==> src/rtl/mc_control_pkg.sv <==
// Shared definitions for the multicycle control unit: opcodes, ALU codes,
// FSM states, decode classes and IR field positions.
package mc_pkg;

  // IR field positions
  localparam int unsigned IR_OP_LSB  = 28;
  localparam int unsigned IR_RD_LSB  = 24;
  localparam int unsigned IR_RS_LSB  = 20;
  localparam int unsigned IR_RT_LSB  = 16;
  localparam int unsigned IR_IMM_LSB = 0;
  localparam int unsigned IR_IMM_W   = 16;

  // Opcodes
  localparam logic [3:0] OP_MOV  = 4'h0;
  localparam logic [3:0] OP_NOT  = 4'h1;
  localparam logic [3:0] OP_ADD  = 4'h2;
  localparam logic [3:0] OP_SUB  = 4'h3;
  localparam logic [3:0] OP_OR   = 4'h4;
  localparam logic [3:0] OP_AND  = 4'h5;
  localparam logic [3:0] OP_SLT  = 4'h6;
  localparam logic [3:0] OP_ADDI = 4'h8;
  localparam logic [3:0] OP_LW   = 4'h9;
  localparam logic [3:0] OP_SW   = 4'hA;
  localparam logic [3:0] OP_BEQ  = 4'hB;
  localparam logic [3:0] OP_HALT = 4'hF;

  // ALU operation codes, shared with the ALU
  localparam logic [2:0] ALU_MOV = 3'b000;
  localparam logic [2:0] ALU_NOT = 3'b001;
  localparam logic [2:0] ALU_ADD = 3'b010;
  localparam logic [2:0] ALU_SUB = 3'b011;
  localparam logic [2:0] ALU_OR  = 3'b100;
  localparam logic [2:0] ALU_AND = 3'b101;
  localparam logic [2:0] ALU_SLT = 3'b110;

  typedef enum logic [2:0] {
    ST_IDLE   = 3'd0,
    ST_FETCH  = 3'd1,
    ST_DECODE = 3'd2,
    ST_EXEC   = 3'd3,
    ST_MEM    = 3'd4,
    ST_WB     = 3'd5,
    ST_HALT   = 3'd6,
    ST_ERR    = 3'd7
  } state_t;

  typedef enum logic [2:0] {
    CLS_RTYPE   = 3'd0,
    CLS_ADDI    = 3'd1,
    CLS_LOAD    = 3'd2,
    CLS_STORE   = 3'd3,
    CLS_BRANCH  = 3'd4,
    CLS_HALT    = 3'd5,
    CLS_ILLEGAL = 3'd6
  } op_class_t;

  function automatic logic [31:0] sign_ext16(input logic [15:0] v);
    return {{16{v[15]}}, v};
  endfunction

endpackage

==> src/rtl/mc_control_if.sv <==
// Memory request bus between the control unit (master) and memory (slave).
interface mc_control_if;
  logic [31:0] mem_rdata;
  logic        mem_ack;
  logic        mem_req;
  logic        mem_we;
  logic        mem_addr_sel;

  modport master (
    input  mem_rdata, mem_ack,
    output mem_req, mem_we, mem_addr_sel
  );

  modport slave (
    output mem_rdata, mem_ack,
    input  mem_req, mem_we, mem_addr_sel
  );
endinterface

==> src/rtl/mc_control_decode.sv <==
// Combinational opcode decoder: instruction class, ALU code and flags.
module mc_decode
  import mc_pkg::*;
(
  input  logic [3:0] opcode,
  output op_class_t  op_class,
  output logic [2:0] alu_op,
  output logic       uses_imm,
  output logic       is_load,
  output logic       is_store,
  output logic       is_branch,
  output logic       is_halt,
  output logic       is_illegal
);

  // Opcode to class/control mapping; anything unlisted is illegal
  always_comb begin
    op_class   = CLS_ILLEGAL;
    alu_op     = ALU_MOV;
    uses_imm   = 1'b0;
    is_load    = 1'b0;
    is_store   = 1'b0;
    is_branch  = 1'b0;
    is_halt    = 1'b0;
    is_illegal = 1'b0;
    case (opcode)
      OP_MOV, OP_NOT, OP_ADD, OP_SUB, OP_OR, OP_AND, OP_SLT: begin
        op_class = CLS_RTYPE;
        alu_op   = opcode[2:0];
      end
      OP_ADDI: begin
        op_class = CLS_ADDI;
        alu_op   = ALU_ADD;
        uses_imm = 1'b1;
      end
      OP_LW: begin
        op_class = CLS_LOAD;
        alu_op   = ALU_ADD;
        uses_imm = 1'b1;
        is_load  = 1'b1;
      end
      OP_SW: begin
        op_class = CLS_STORE;
        alu_op   = ALU_ADD;
        uses_imm = 1'b1;
        is_store = 1'b1;
      end
      OP_BEQ: begin
        op_class  = CLS_BRANCH;
        alu_op    = ALU_SUB;
        is_branch = 1'b1;
      end
      OP_HALT: begin
        op_class = CLS_HALT;
        is_halt  = 1'b1;
      end
      default: begin
        op_class   = CLS_ILLEGAL;
        is_illegal = 1'b1;
      end
    endcase
  end

endmodule

==> src/rtl/mc_control.sv <==
// Multicycle control unit with instruction register. Sequences
// FETCH/DECODE/EXEC/MEM/WB and drives datapath selects and enables.
module mc_control
  import mc_pkg::*;
#(
  parameter logic [2:0] RESET_STATE_DBG = 3'd0
)
(
  input  logic         clk,
  input  logic         rst_n,
  mc_control_if.master bus,
  input  logic         alu_zero,
  output logic         pc_we,
  output logic         pc_src,
  output logic         reg_we,
  output logic         reg_wsel,
  output logic [2:0]   alu_op,
  output logic         alu_src_b,
  output logic [3:0]   rd,
  output logic [3:0]   rs,
  output logic [3:0]   rt,
  output logic [31:0]  imm_ext,
  output logic         halted,
  output logic         illegal,
  output logic [2:0]   state_dbg
);

  state_t      state;
  state_t      state_nxt;
  logic [31:0] ir;

  logic        mem_req_q;
  logic        mem_we_q;
  logic        mem_addr_sel_q;
  logic        pc_src_q;
  logic        reg_we_q;
  logic        reg_wsel_q;
  logic [2:0]  alu_op_q;
  logic        alu_src_b_q;
  logic        halted_q;
  logic        illegal_q;

  op_class_t   op_class;
  logic [2:0]  dec_alu_op;
  logic        dec_uses_imm;
  logic        dec_is_load;
  logic        dec_is_store;
  logic        dec_is_branch;
  logic        dec_is_halt;
  logic        dec_is_illegal;

  logic        fetch_done;
  logic        mem_done;
  logic        alu_phase_nxt;

  mc_decode u_decode (
    .opcode     (ir[IR_OP_LSB +: 4]),
    .op_class   (op_class),
    .alu_op     (dec_alu_op),
    .uses_imm   (dec_uses_imm),
    .is_load    (dec_is_load),
    .is_store   (dec_is_store),
    .is_branch  (dec_is_branch),
    .is_halt    (dec_is_halt),
    .is_illegal (dec_is_illegal)
  );

  assign fetch_done = (state == ST_FETCH) && bus.mem_ack;
  assign mem_done   = (state == ST_MEM) && bus.mem_ack;

  // Next-state selection; mem_ack only matters in FETCH and MEM
  always_comb begin
    state_nxt = state;
    case (state)
      ST_IDLE:   state_nxt = ST_FETCH;
      ST_FETCH:  if (fetch_done) state_nxt = ST_DECODE;
      ST_DECODE: begin
        if (dec_is_halt)         state_nxt = ST_HALT;
        else if (dec_is_illegal) state_nxt = ST_ERR;
        else                     state_nxt = ST_EXEC;
      end
      ST_EXEC: begin
        case (op_class)
          CLS_LOAD, CLS_STORE: state_nxt = ST_MEM;
          CLS_BRANCH:          state_nxt = ST_FETCH;
          default:             state_nxt = ST_WB;
        endcase
      end
      ST_MEM:    if (mem_done) state_nxt = (op_class == CLS_LOAD) ? ST_WB : ST_FETCH;
      ST_WB:     state_nxt = ST_FETCH;
      ST_HALT:   state_nxt = ST_HALT;
      ST_ERR:    state_nxt = ST_ERR;
      default:   state_nxt = ST_IDLE;
    endcase
  end

  assign alu_phase_nxt = (state_nxt == ST_EXEC) || (state_nxt == ST_MEM) ||
                         (state_nxt == ST_WB);

  // State, IR and output registers. Outputs are registered from the next
  // state so they stay pure Moore decodes of the state being entered; the
  // IR is already stable whenever the entered state depends on it.
  always_ff @(posedge clk or negedge rst_n) begin
    if (!rst_n) begin
      state          <= ST_IDLE;
      ir             <= '0;
      mem_req_q      <= 1'b0;
      mem_we_q       <= 1'b0;
      mem_addr_sel_q <= 1'b0;
      pc_src_q       <= 1'b0;
      reg_we_q       <= 1'b0;
      reg_wsel_q     <= 1'b0;
      alu_op_q       <= '0;
      alu_src_b_q    <= 1'b0;
      halted_q       <= 1'b0;
      illegal_q      <= 1'b0;
    end else begin
      state          <= state_nxt;
      if (fetch_done) ir <= bus.mem_rdata;
      mem_req_q      <= (state_nxt == ST_FETCH) || (state_nxt == ST_MEM);
      mem_addr_sel_q <= (state_nxt == ST_MEM);
      mem_we_q       <= (state_nxt == ST_MEM) && dec_is_store;
      pc_src_q       <= (state_nxt == ST_EXEC) && dec_is_branch;
      alu_src_b_q    <= (state_nxt == ST_EXEC) && dec_uses_imm;
      alu_op_q       <= alu_phase_nxt ? dec_alu_op : ALU_MOV;
      reg_we_q       <= (state_nxt == ST_WB);
      reg_wsel_q     <= (state_nxt == ST_WB) && dec_is_load;
      halted_q       <= (state_nxt == ST_HALT);
      illegal_q      <= (state_nxt == ST_ERR);
    end
  end

  assign bus.mem_req      = mem_req_q;
  assign bus.mem_we       = mem_we_q;
  assign bus.mem_addr_sel = mem_addr_sel_q;

  // PC write is the only output qualified by live inputs
  assign pc_we = fetch_done ||
                 ((state == ST_EXEC) && dec_is_branch && alu_zero);

  assign pc_src    = pc_src_q;
  assign reg_we    = reg_we_q;
  assign reg_wsel  = reg_wsel_q;
  assign alu_op    = alu_op_q;
  assign alu_src_b = alu_src_b_q;
  assign halted    = halted_q;
  assign illegal   = illegal_q;

  assign rd      = ir[IR_RD_LSB +: 4];
  assign rs      = ir[IR_RS_LSB +: 4];
  assign rt      = ir[IR_RT_LSB +: 4];
  assign imm_ext = sign_ext16(ir[IR_IMM_LSB +: IR_IMM_W]);

  assign state_dbg = (state == ST_IDLE) ? RESET_STATE_DBG : state;

endmodule

==> src/flat_wrapper.sv <==
// flat-port wrapper written by rule: the top's interface ports become plain ports
module mc_control_flat import mc_pkg::*;
#(
  parameter logic [2:0] RESET_STATE_DBG = 3'd0
)
  (clk, rst_n, alu_zero, pc_we, pc_src, reg_we, reg_wsel, alu_op, alu_src_b, rd, rs, rt, imm_ext, halted, illegal, state_dbg, bus_mem_rdata, bus_mem_ack, bus_mem_req, bus_mem_we, bus_mem_addr_sel);
  mc_control_if bus_i ();
  input  logic clk;
  input  logic rst_n;
  input  logic alu_zero;
  output logic pc_we;
  output logic pc_src;
  output logic reg_we;
  output logic reg_wsel;
  output logic [2:0] alu_op;
  output logic alu_src_b;
  output logic [3:0] rd;
  output logic [3:0] rs;
  output logic [3:0] rt;
  output logic [31:0] imm_ext;
  output logic halted;
  output logic illegal;
  output logic [2:0] state_dbg;
  input wire logic [$bits(bus_i.mem_rdata)-1:0] bus_mem_rdata;
  input wire logic [$bits(bus_i.mem_ack)-1:0] bus_mem_ack;
  output wire logic [$bits(bus_i.mem_req)-1:0] bus_mem_req;
  output wire logic [$bits(bus_i.mem_we)-1:0] bus_mem_we;
  output wire logic [$bits(bus_i.mem_addr_sel)-1:0] bus_mem_addr_sel;
  assign bus_i.mem_rdata = bus_mem_rdata;
  assign bus_i.mem_ack = bus_mem_ack;
  assign bus_mem_req = bus_i.mem_req;
  assign bus_mem_we = bus_i.mem_we;
  assign bus_mem_addr_sel = bus_i.mem_addr_sel;
  mc_control #(.RESET_STATE_DBG(RESET_STATE_DBG)) u_core (.clk(clk), .rst_n(rst_n), .bus(bus_i), .alu_zero(alu_zero), .pc_we(pc_we), .pc_src(pc_src), .reg_we(reg_we), .reg_wsel(reg_wsel), .alu_op(alu_op), .alu_src_b(alu_src_b), .rd(rd), .rs(rs), .rt(rt), .imm_ext(imm_ext), .halted(halted), .illegal(illegal), .state_dbg(state_dbg));
endmodule
==> config.mk <==
export PLATFORM = sky130hd
export DESIGN_NAME = mc_control_flat
export DESIGN_NICKNAME = d
export VERILOG_FILES = /design/src/rtl/mc_control_pkg.sv /design/src/rtl/mc_control_if.sv /design/src/rtl/mc_control_decode.sv /design/src/rtl/mc_control.sv /design/src/flat_wrapper.sv
export SDC_FILE = /design/constraint.sdc
export NUM_CORES = 1
export LEC_CHECK = 0
export CAP_MARGIN = 20
export CORE_UTILIZATION = 47
export CTS_CLUSTER_SIZE = 10
export DETAILED_ROUTE_END_ITERATION = 16
export GPL_ROUTABILITY_DRIVEN = 0
export MAX_ROUTING_LAYER = met4
export PLACE_DENSITY = 0.95
export RECOVER_POWER = 50
export SYNTH_ARGS = -nofsm -noshare
export SYNTH_HDL_FRONTEND = slang
export SYNTH_HIERARCHICAL = 1
export SYNTH_SLANG_ARGS = --single-unit
==> constraint.sdc <==
create_clock -name clk -period 4.8 [get_ports clk]
set_input_delay 0.96 -clock clk [delete_from_list [all_inputs] [get_ports clk]]
set_output_delay 0.96 -clock clk [all_outputs]
set_load 0.02 [all_outputs]
==> results.md <==
Status:
- The run finished with clean final reports.

Timing:
- The final max-slew violation count was 0.
- The post-route minimum period is approximately 3.4 ns.
- The clock tree skew after final layout is 0.00495 ns.
- Setup repair after global routing left no endpoint under its margin.
- The final-report hold violation count is 0.
- The worst slew slack as a fraction of its limit is 11.6%.
- The maximum frequency from static timing analysis is 291 MHz.
- The number of setup violations in the final report is 0.
- The total negative slack for setup checks is 0 ns.
- In the finished design, the share of the clock period the worst path needs comes to 71.6%.
- The slew at the pin closest to its max-slew limit is 1.33 ns.

Floorplan:
- The total die area is between 5000 and 6000 µm².
- The die is 73.7 µm wide.
- The die height is 73.7 µm.
- The total core area is about 4800 µm².
- Once the floorplan was initialized, standard cells occupied 49.8% of the core.
- The top-level port count is 96.
- The initialized floorplan defines 25 standard-cell rows.

Clock network:
- TritonCTS built the clock tree.
- The number of buffers added to fix hold violations after cts is 0.
- The number of CTS-inserted buffers is 5.
- After clock tree synthesis, the repair step resized 0 gates.
- The clock-pin slew on the worst setup and hold paths is 0.08 ns.
- Counting every sink on the clock net gives 47.
- The buffer cell driving the clock tree root is sky130_fd_sc_hd__clkbuf_8.
- The maximum buffer depth of the clock tree is 2.
- Post-CTS timing repair inserted 0 buffers for setup.
- The clock latency reported for the late side of the worst-skew pair is 0.29 ns.
- CTS built an H-tree with a depth of 2.

Yosys:
- For this run, the number of Yosys warnings is 6.
- In this run, synthesis inferred 0 flip-flops with an integrated enable.
- Synthesis inferred 47 register bits.
- Among all flip-flop cells after synthesis, the most frequent one is sky130_fd_sc_hd__dfrtp_1.
- The share of flip-flops with an asynchronous set or reset after synthesis is 100%.
- By area the synthesized netlist is led by sky130_fd_sc_hd__dfrtp_1, sky130_fd_sc_hd__buf_4, sky130_fd_sc_hd__mux2_2, sky130_fd_sc_hd__nand2b_1, sky130_fd_sc_hd__a21oi_1.
- Summed over its instances, the top area cell type makes up 48.7% of the synthesized netlist area.
- The count of distinct cell types in the synthesized netlist is 39.
- The net count of the mapped netlist is about 250.
- In the synthesized netlist, the number of instances is 210.
- The synthesized area per cell is approximately 12 µm².
- The post-synth design cell area is 2420 µm².
- The biggest area contributor in the post-synthesis netlist is sky130_fd_sc_hd__dfrtp_1.
- The sequential fraction of the synthesis area is about 50%.

Setup path:
- At the worst endpoint, the required time is 3.84 ns.
- The element type at the critical path start is an input port.
- The slack of the worst reg-to-reg path is about 2.5 ns.
- In this run the critical register-to-register path is launched from u_core/ir[29]$_DFFE_PN0P_.
- The worst reg-to-reg path cell count is 7.
- Of all nets on the critical path, the largest fanout is 3.
- The sort of element at the end of the critical path is a primary output.
- The endpoint of the lowest-slack register-to-register path is u_core/reg_we$_DFF_PN0_.
- The critical path start-end classification is in2out.
- The data arrival time at the worst-slack endpoint is 2.47 ns.
- The critical path starts at bus_mem_ack.

Worst hold path:
- For hold timing, the worst endpoint is u_core/ir[7]$_DFFE_PN0P_.
- In this run the most critical hold path is launched from u_core/ir[7]$_DFFE_PN0P_.
- The number of stages on the worst hold path is 1.
- The worst hold-check path type is reg2reg.

Global routing:
- The total routing usage reported by global routing is 18.2%.
- The global-route wire length before repair is approximately 7.3 mm.
- The largest net degree at the start of global routing is 48.
- The number of antenna violations at the first check in global routing is 0.
- The leftover overflow at the end of global routing is 0.
- The number of global-route vias before repair came to 1541.

Detailed routing:
- The average wire length per cell after detail routing is 14.3 µm.
- The number of vias per cell after detailed routing is about 5.
- The sum of routed wire length over all layers is 4.61 mm.
- The detail route stage leaves a number of antenna-violating nets equal to 0.
- The first routing iteration left 92 violations.
- The number of remaining DRC errors is 0.
- Detailed routing inserted a total of 1644 vias.
- Before antenna repair, the detailed router went through 4 iterations.

Cells and area:
- Leaving out fill and tap cells, the most frequent cell in the layout is sky130_fd_sc_hd__clkdlybuf4s50_1.
- The area overhead of the layout relative to synthesis is 29.2%.
- In the layout the commonest cells are sky130_fd_sc_hd__clkdlybuf4s50_1, sky130_fd_sc_hd__dfrtp_1, sky130_fd_sc_hd__mux2_2.
- The net count of the finished layout is 292.
- The number of standard cells in the layout, taps in and fillers out is between 300 and 400.
- The number of antenna diodes is 0.
- Summing all multi-input logic gate instances after layout gives between 800 and 900 µm².
- The number of filler instances in the final layout is 395.
- Across the whole layout, storage elements account for 1180 µm².
- Summing all non-filler instances in the final layout gives an area of 3120 µm².
- The fraction of layout instances using a drive strength above 1 is 16.8%.

Power and ir drop:
- The part of the power in combinational logic is 56.5%.
- Of the total power, the share spent switching nets is 40.8%.
- The fraction of power consumed by sequential logic is ~33%.
- The internal power of the cells totals 1320 µW.
- Summed over all cells, the static leakage comes to 0.00133 µW.
- The total power per unit cell area is 714 nW/µm².
- The maximum ir drop on the vdd rail is between 0.2 and 0.3 mV.
- The switching power summed over all nets is 910 µW.
- Of the total power, the clock network draws about a tenth.

Placed design:
- The number of buffers added on ports is 95.
- Summing all placed instances gives a cell area of roughly 3000 µm².
- In this run, placement finished with an instance count of 315.
- The half-perimeter wire length after detailed placement is 3.22 mm.

Flow run:
- The max-cap check violation count is 0.
## power by group through the flow
stage          logic, µW  clock network, µW  registers [µW]
4_1_cts             1310                249             740
5_1_grt             1340                262             763
6_report            1260                236             732
2_1_floorplan       1080                  0             684
3_3_place_gp        1280                  0             729
3_5_place_dp        1300                  0             747
## worst max-delay path by stage
stage               endpoint  slack, ns
floorplan              pc_we       2.44
global placement       pc_we       1.45
detailed placement     pc_we       1.46
CTS                    pc_we       1.44
global route           pc_we       1.33
finish                 pc_we       1.37
## cells in the mapped netlist, types with 3 or more instances
cell type,count
sky130_fd_sc_hd__nor2_1,7
sky130_fd_sc_hd__nor3_1,4
sky130_fd_sc_hd__buf_2,6
sky130_fd_sc_hd__mux2_2,30
sky130_fd_sc_hd__clkbuf_1,3
sky130_fd_sc_hd__nand2b_1,6
sky130_fd_sc_hd__a21oi_1,6
sky130_fd_sc_hd__nand2_1,5
sky130_fd_sc_hd__inv_1,4
sky130_fd_sc_hd__buf_4,46
sky130_fd_sc_hd__nor3b_1,4
sky130_fd_sc_hd__a21boi_1,3
sky130_fd_sc_hd__and3_1,4
sky130_fd_sc_hd__dfrtp_1,47
## cell families after synthesis
| kind of cell | count (synthesis) | synth area share, % |
|---|---|---|
| buf+inv | 63 | 17.9 |
| flops | 47 | 48.7 |
| simple gates | 43 | 10.6 |
| mux | 32 | 14.9 |
| compound gates | 23 | 7.09 |
| xor+xnor | 1 | 0.363 |
| fa+ha+maj | 1 | 0.466 |
## worst max-delay path, cell delays in order
cell                              delay (ns)
sky130_fd_sc_hd__dlygate4sd3_1          0.59
sky130_fd_sc_hd__nand2b_1               0.15
sky130_fd_sc_hd__a21oi_1                0.16
sky130_fd_sc_hd__clkdlybuf4s50_1        0.62
## sequential cells by signal (all words and copies together) (netlist names)
signal / count
u_core/halted: 1
u_core/illegal: 1
u_core/ir: 32
u_core/alu_src_b: 1
u_core/alu_op: 3
u_core/pc_src: 1
u_core/reg_wsel: 1
u_core/bus.mem_we: 1
u_core/reg_we: 1
u_core/bus.mem_req: 1
u_core/bus.mem_addr_sel: 1
u_core/state: 3
## final cells by class
| class | instances | share of cell area, % |
|---|---|---|
| inverter | 6 | 0.722 |
| tap | 67 | 2.69 |
| timing repair buffer | 96 | 30.4 |
| multi-input combinational | 100 | 25.7 |
| clock buffer | 6 | 2.65 |
| sequential | 47 | 37.7 |
| clock inverter | 1 | 0.160 |
## layer usage
layer	routed length [µm]	vias to the layer above	part of all wire [%]	global-route usage (%)
met5	0	-	0	-
met4	8	0	0.17	3.85
met3	308	2	6.7	5.35
met2	2390	70	52	31.3
met1	1900	817	41	21.1
li1	-	755	-	-
## stage by stage
| step | hold WS, ns | total power [µW] | utilization (%) | worst slack (ns) |
|---|---|---|---|---|
| global placement | 0.467 | 2000 | 62.7 | 1.45 |
| detailed placement | 0.482 | 2050 | 62.7 | 1.46 |
| CTS | 0.501 | 2290 | 64.5 | 1.44 |
| floorplan | 0.459 | 1770 | - | 2.44 |
| global route | 0.528 | 2360 | 64.4 | 1.33 |
| finish | 0.499 | 2230 | 64.4 | 1.37 |
No activity file was read; power rests on OpenSTA's default activity.
